## config.mk

```make
export PLATFORM = sky130hd
export DESIGN_NAME = tmr_scrub_ctrl
export DESIGN_NICKNAME = d
export VERILOG_FILES = /design/src/rtl/tmr_scrub_ctrl.sv
export SDC_FILE = /design/constraint.sdc
export NUM_CORES = 1
export LEC_CHECK = 0
export ABC_AREA = 1
export CORE_MARGIN = 1.5
export CORE_UTILIZATION = 55
export CTS_BUF_LIST = sky130_fd_sc_hd__clkbuf_2
export DETAILED_ROUTE_END_ITERATION = 8
export PLACE_DENSITY = 0.89
export SLEW_MARGIN = 40
export SYNTH_ARGS = -nofsm -noshare
export SYNTH_HDL_FRONTEND = slang
export SYNTH_SLANG_ARGS = --single-unit
```

## constraint.sdc

```tcl
create_clock -name clk -period 5 [get_ports clk]
set_input_delay 0.5 -clock clk [delete_from_list [all_inputs] [get_ports clk]]
set_output_delay 0.5 -clock clk [all_outputs]
set_load 0.005 [all_outputs]
```

## src/rtl/tmr_scrub_ctrl.sv

```systemverilog
// Triple-modular-redundancy voter with scrub/isolate/alarm recovery FSM.
// Define TMR_SCRUB_STATS_EN to build the saturating scrub_total counter; otherwise it is tied to zero.
module tmr_scrub_ctrl #(
  parameter int WIDTH          = 8,
  parameter int MISMATCH_LIMIT = 3,
  parameter int SCRUB_CYCLES   = 2,
  parameter int MAX_SCRUBS     = 2
) (
  input  logic             clk,
  input  logic             rst,
  input  logic             i_sample_valid,
  input  logic [WIDTH-1:0] i_lane_a,
  input  logic [WIDTH-1:0] i_lane_b,
  input  logic [WIDTH-1:0] i_lane_c,
  output logic [WIDTH-1:0] o_voted_out,
  output logic             o_out_valid,
  output logic [2:0]       o_scrub_en,
  output logic [2:0]       o_lane_mask,
  output logic [2:0]       o_state,
  output logic             o_alarm,
  output logic [7:0]       o_scrub_total
);

  typedef enum logic [2:0] {
    ST_MONITOR = 3'd0,
    ST_SUSPECT = 3'd1,
    ST_SCRUB   = 3'd2,
    ST_CHECK   = 3'd3,
    ST_ISOLATE = 3'd4,
    ST_ALARM   = 3'd5
  } state_t;

  localparam int MCW = $clog2(MISMATCH_LIMIT + 1);
  localparam int SCW = $clog2(MAX_SCRUBS + 1);
  localparam int TW  = (SCRUB_CYCLES > 1) ? $clog2(SCRUB_CYCLES) : 1;
  localparam logic [MCW-1:0] MIS_LIM = MCW'(MISMATCH_LIMIT);
  localparam logic [MCW-1:0] MIS_ONE = MCW'(1);
  localparam logic [SCW-1:0] MAX_SC  = SCW'(MAX_SCRUBS);
  localparam logic [SCW-1:0] SC_ONE  = SCW'(1);
  localparam logic [TW-1:0]  T_LAST  = TW'(SCRUB_CYCLES - 1);
  localparam logic [TW-1:0]  T_ONE   = TW'(1);

  state_t           r_state;
  logic [1:0]       r_lane;
  logic [MCW-1:0]   r_mis_cnt;
  logic [SCW-1:0]   r_scrub_cnt;
  logic [TW-1:0]    r_timer;
  logic [2:0]       r_mask;
  logic [2:0]       r_scrub_en;
  logic             r_alarm;
  logic             r_out_valid;
  logic [WIDTH-1:0] r_voted;

  logic             w_ab, w_bc, w_ac, w_triple, w_agree;
  logic [2:0]       w_dis, w_lane_oh;
  logic [1:0]       w_dis_idx;
  logic             w_dis_l, w_other, w_iso_diff, w_to_alarm;
  logic [WIDTH-1:0] w_maj, w_iso_voted;

  assign w_ab     = (i_lane_a == i_lane_b);
  assign w_bc     = (i_lane_b == i_lane_c);
  assign w_ac     = (i_lane_a == i_lane_c);
  assign w_triple = !w_ab && !w_bc && !w_ac;
  assign w_agree  = w_ab && w_bc;
  // Bit order {c,b,a}: a lane disagrees when the other two match each other but not it.
  assign w_dis    = {w_ab && !w_ac, w_ac && !w_ab, w_bc && !w_ab};
  assign w_dis_idx = w_dis[0] ? 2'd0 : (w_dis[1] ? 2'd1 : 2'd2);
  assign w_lane_oh = 3'b001 << r_lane;
  assign w_dis_l   = |(w_dis & w_lane_oh);
  assign w_other   = |(w_dis & ~w_lane_oh);
  assign w_maj       = (i_lane_a & i_lane_b) | (i_lane_a & i_lane_c) | (i_lane_b & i_lane_c);
  assign w_iso_voted = r_mask[0] ? i_lane_a : i_lane_b;

  always_comb begin
    w_iso_diff = !w_bc;
    case (r_mask)
      3'b011:  w_iso_diff = !w_ab;
      3'b101:  w_iso_diff = !w_ac;
      default: w_iso_diff = !w_bc;
    endcase
  end

  // Samples taken while scrubbing are voted but never evaluated for faults.
  always_comb begin
    w_to_alarm = 1'b0;
    if (i_sample_valid) begin
      case (r_state)
        ST_MONITOR:           w_to_alarm = w_triple;
        ST_SUSPECT, ST_CHECK: w_to_alarm = w_triple || w_other;
        ST_ISOLATE:           w_to_alarm = w_iso_diff;
        default:              w_to_alarm = 1'b0;
      endcase
    end
  end

  always_ff @(posedge clk) begin
    if (rst) begin
      r_state     <= ST_MONITOR;
      r_lane      <= 2'd0;
      r_mis_cnt   <= '0;
      r_scrub_cnt <= '0;
      r_timer     <= '0;
      r_mask      <= 3'b111;
      r_scrub_en  <= 3'b000;
      r_alarm     <= 1'b0;
      r_out_valid <= 1'b0;
      r_voted     <= '0;
    end else begin
      r_out_valid <= i_sample_valid;
      if (i_sample_valid) begin
        if (r_state == ST_ALARM || w_to_alarm) r_voted <= '0;
        else if (r_state == ST_ISOLATE)        r_voted <= w_iso_voted;
        else                                   r_voted <= w_maj;
      end
      if (w_to_alarm) begin
        r_state    <= ST_ALARM;
        r_alarm    <= 1'b1;
        r_mask     <= 3'b000;
        r_scrub_en <= 3'b000;
      end else begin
        case (r_state)
          ST_MONITOR: if (i_sample_valid && |w_dis) begin
            r_state     <= ST_SUSPECT;
            r_lane      <= w_dis_idx;
            r_mis_cnt   <= MIS_ONE;
            r_scrub_cnt <= '0;
          end
          ST_SUSPECT: if (i_sample_valid) begin
            if (w_dis_l) begin
              r_mis_cnt <= r_mis_cnt + MIS_ONE;
              if (r_mis_cnt + MIS_ONE == MIS_LIM) begin
                r_state     <= ST_SCRUB;
                r_scrub_cnt <= r_scrub_cnt + SC_ONE;
                r_timer     <= '0;
                r_scrub_en  <= w_lane_oh;
              end
            end else if (w_agree) begin
              r_state   <= ST_MONITOR;
              r_mis_cnt <= '0;
            end
          end
          ST_SCRUB: begin
            if (r_timer == T_LAST) begin
              r_state    <= ST_CHECK;
              r_scrub_en <= 3'b000;
            end else begin
              r_timer <= r_timer + T_ONE;
            end
          end
          ST_CHECK: if (i_sample_valid) begin
            if (w_dis_l && r_scrub_cnt < MAX_SC) begin
              r_state     <= ST_SCRUB;
              r_scrub_cnt <= r_scrub_cnt + SC_ONE;
              r_timer     <= '0;
              r_scrub_en  <= w_lane_oh;
            end else if (w_dis_l) begin
              r_state <= ST_ISOLATE;
              r_mask  <= r_mask & ~w_lane_oh;
            end else begin
              r_state   <= ST_MONITOR;
              r_mis_cnt <= '0;
            end
          end
          default: ;
        endcase
      end
    end
  end

`ifdef TMR_SCRUB_STATS_EN
  logic [7:0] r_scrub_total;
  // First cycle in SCRUB marks exactly one scrub issued.
  always_ff @(posedge clk) begin
    if (rst)
      r_scrub_total <= 8'd0;
    else if (r_state == ST_SCRUB && r_timer == '0 && r_scrub_total != 8'hFF)
      r_scrub_total <= r_scrub_total + 8'd1;
  end
  assign o_scrub_total = r_scrub_total;
`else
  assign o_scrub_total = 8'd0;
`endif

  assign o_voted_out = r_voted;
  assign o_out_valid = r_out_valid;
  assign o_scrub_en  = r_scrub_en;
  assign o_lane_mask = r_mask;
  assign o_state     = r_state;
  assign o_alarm     = r_alarm;

endmodule

```

==> results.toml <==
[run_status]
status = "complete, no violations"

[power_and_ir_drop]
p_sw_mw = 0.431
ir_worst_vdd_v = 0.000136
p_comb_share_pct = 57.4
p_per_area_nw_per_um2 = 367
fin_total_pwr_mw = 0.937
swShare_pct = 46.0
power.internal_mw = 0.506
power.share.clock_pct = 8.1
pwr-share-seq_pct = 34.5
p_leak_nw = 1.15

[worst_setup_path]
crit_path_start = "i_lane_a[4]"
path_max_fanout = 12
rr_startpoint = "o_lane_mask[0]"
cp_top_family = "compound AO/OA/AOI/OAI gates"
arrival_ns = 3.02
crit_path_start_kind = "input pin"
cp_num_buf_inv = 2
worstSetupPathType = "in2reg"
critPathCaptureType = "flop"
slowest_delay_ns = 0.47
critical_path.cell_chain = "clkdlybuf4s50_1 -> ha_1 -> nor2_1 -> nand2_1 -> inv_1 -> nand2_1 -> nand3_1 -> nand2_1 -> nor2_1 -> nor2_1 -> o21ai_2 -> o31ai_2 -> o21ai_0"
cpMaxStageDelayCell = "o21ai_2"
crit_required_ns = 5.27

[timing]
skew_ns = 0.0139
holdWs_ns = 0.482
fin_tns_setup_ns = 0
timing.final.ws_setup_ns = 2.25
slew_viol_final = 0
fmaxAchievable_mhz = 364
finalHoldViolations = 0
setup_viol = 0
tightest_slew_ns = 0.647
rsz0062_at_grt = "false"
relSlewSlack_pct = 56.7
finalCriticalPeriod_ns = 2.75
finalCritPeriodShare_pct = 55.0

[detailed_routing]
drt_iter0_markers = 122
met2WireLength_um = 2400
wl_um = 5000
wl_met1_um = 2350
wl_met3_um = 200
drc_errors = 0
ant_nets = 0
drtPass1Iterations = 4
vias = 2140
top_layer = "met4"
post_drt_wl_per_cell_um = 12.1
viasPerCell = 5.18

[logic_synthesis]
syn_inst = 323
ys_seq_elements = 26
ys_seq_area_share_pct = 24.8
synth.top_cell.area_share_pct = 24.8
ys_top_cells_by_area = "dfxtp_1 (25%), ha_1 (15%), nand2_1 (14%)"
yosys.area.top_type = "dfxtp_1"
synth_warnings = 0
synth.cell_area_sq_um = 2100
ys_types = 31
avgSynthCellArea_sq_um = 6.50

[clocking]
cts_hold_buf = 0
cts_resized = 0
clockBufferDepth = 2
path_clk_slew_ns = 0.24
numCtsBuffers = 3
cts_sinks = 26
post-cts-setup-buffer-count = 0
htreeDepth = 1
cts_tree = "yes"
insertion_delay_ns = 0.34
clockRootBuffer = "clkbuf_2"

[floorplanning]
fp.dieW_um = 64.8
io_pins = 54
die_area_sq_um = 4200
initial_core_util_pct = 57.3
core_sq_um = 3660
fp.dieH_um = 64.8
fp-row-count = 22

[grt]
grt_start_max_net_pins = 18
grt_overflow = 0
grt_pass1_wl_um = 8580
grtUsageTotal_pct = 25.5
grt_pass1_vias = 1972
antenna_found_initial = 0

[min_path]
hp-start = "o_scrub_en[0]"
hp-class = "reg2reg"

[layout]
nNetsFinal = 418
fin_util_pct = 69.7
design_area_sq_um = 2550
num_antenna_cells = 0
layoutNonFillerInstCount = 413
synthToLayoutAreaGrowth_pct = 21.6
layout-drive-gt1-share_pct = 5.48

[place]
placed_cell_area_sq_um = 2530
dp_slack_ns = 1.92
portBuffers = 45
gp_congestion = 0.946
dp.cells = 409
dp_hpwl_um = 4020

[job]
cap_viol_max_count = 0
-- kinds of logic (layout without fill, tap and decap cells) --
kind of cell               Yosys count  after routing  share of synthesized area, %
and+or+nand+nor                    192            192                          40.2
DFF                                 26             26                          24.8
adders and majority gates           25             25                          14.9
AOI/OAI and AO/OA                   33             33                          9.36
buffers and inverters               46             81                          10.6
other                                1              8                         0.179
-- layer usage --
metal  vias up  GRT usage [%]
met5         -              0
met4         0           7.98
met3         4           2.78
met2        54           42.7
met1       953           34.4
li1       1129              -
-- cell type report --
cell class                      count  area [sq um]
Clock buffer                        3          15.0
Clock inverter                      1          3.75
Fill cell                         313          1110
Inverter                           32           120
Multi-Input combinational cell    258          1380
Sequential cell                    26           520
Tap cell                           48          60.1
Timing Repair Buffer               45           450
-- worst paths after layout --
path / endpoint / slack (ns) / cells after the start
setup / recovery: o_voted_out[2] / 2.25 / 13
hold / removal: o_scrub_en[0] / 0.48 / 2
setup reg to reg: o_voted_out[2] / 2.79 / 10
hold reg to reg: o_scrub_en[0] / 0.48 / 2
-- worst reg2reg max path, delay by kind of cell, from the launching register on --
kind,cells,cell delay [ns]
flops,1,0.67
simple gates,7,0.53
compound gates,3,0.94
-- Yosys cell counts --
cell type	n
nand3b_1	1
buf_6	2
conb_1	1
a211oi_1	2
o21ai_0	10
o22ai_1	1
nand3_2	2
buf_2	1
clkbuf_1	2
o21ai_2	1
nor2_2	7
nand3_1	39
a21oi_2	1
dfxtp_1	26
buf_4	9
inv_1	30
ha_1	25
nor2_4	1
a21oi_1	12
clkinv_1	1
o211ai_1	3
a31oi_1	2
nand2_4	1
nand2_1	76
nand4_1	3
or2_2	1
nor2_1	50
o31ai_2	1
nor3_1	10
inv_2	1
nand2_2	1
-- flip-flops by register name, indices dropped and copies added, names as in the netlist --
register,cells
r_lane,2
o_lane_mask,3
o_scrub_en,3
r_mis_cnt,2
r_timer,1
o_out_valid,1
o_voted_out,8
r_scrub_cnt,2
o_alarm,1
o_state,3
-- power by group through the flow --
stage	Clock, mW	Combinational [mW]	Sequential (mW)
floorplan	0	0.375	0.310
CTS	0.0781	0.535	0.322
detailed placement	0	0.533	0.326
finish	0.0762	0.538	0.323
global route	0.0878	0.614	0.329
global placement	0	0.519	0.324
-- layout by cell type (no fill, tap or decap) --
| cell | n |
|---|---|
| nand3b_1 | 1 |
| nand2_2 | 1 |
| a211oi_1 | 2 |
| clkbuf_2 | 3 |
| a21oi_2 | 1 |
| dfxtp_1 | 26 |
| nor2_2 | 7 |
| or2_2 | 1 |
| o21ai_2 | 1 |
| nor3_1 | 10 |
| nand3_1 | 39 |
| nor2_1 | 50 |
| inv_2 | 1 |
| o21ai_0 | 10 |
| nor2_4 | 1 |
| nand4_1 | 3 |
| o22ai_1 | 1 |
| ha_1 | 25 |
| clkinv_1 | 2 |
| nand2_1 | 76 |
| a31oi_1 | 2 |
| nand3_2 | 2 |
| o31ai_2 | 1 |
| a21oi_1 | 12 |
| nand2_4 | 1 |
| conb_1 | 8 |
| o211ai_1 | 3 |
| clkdlybuf4s50_1 | 45 |
| inv_1 | 30 |
(Power assumes the default switching activity.)
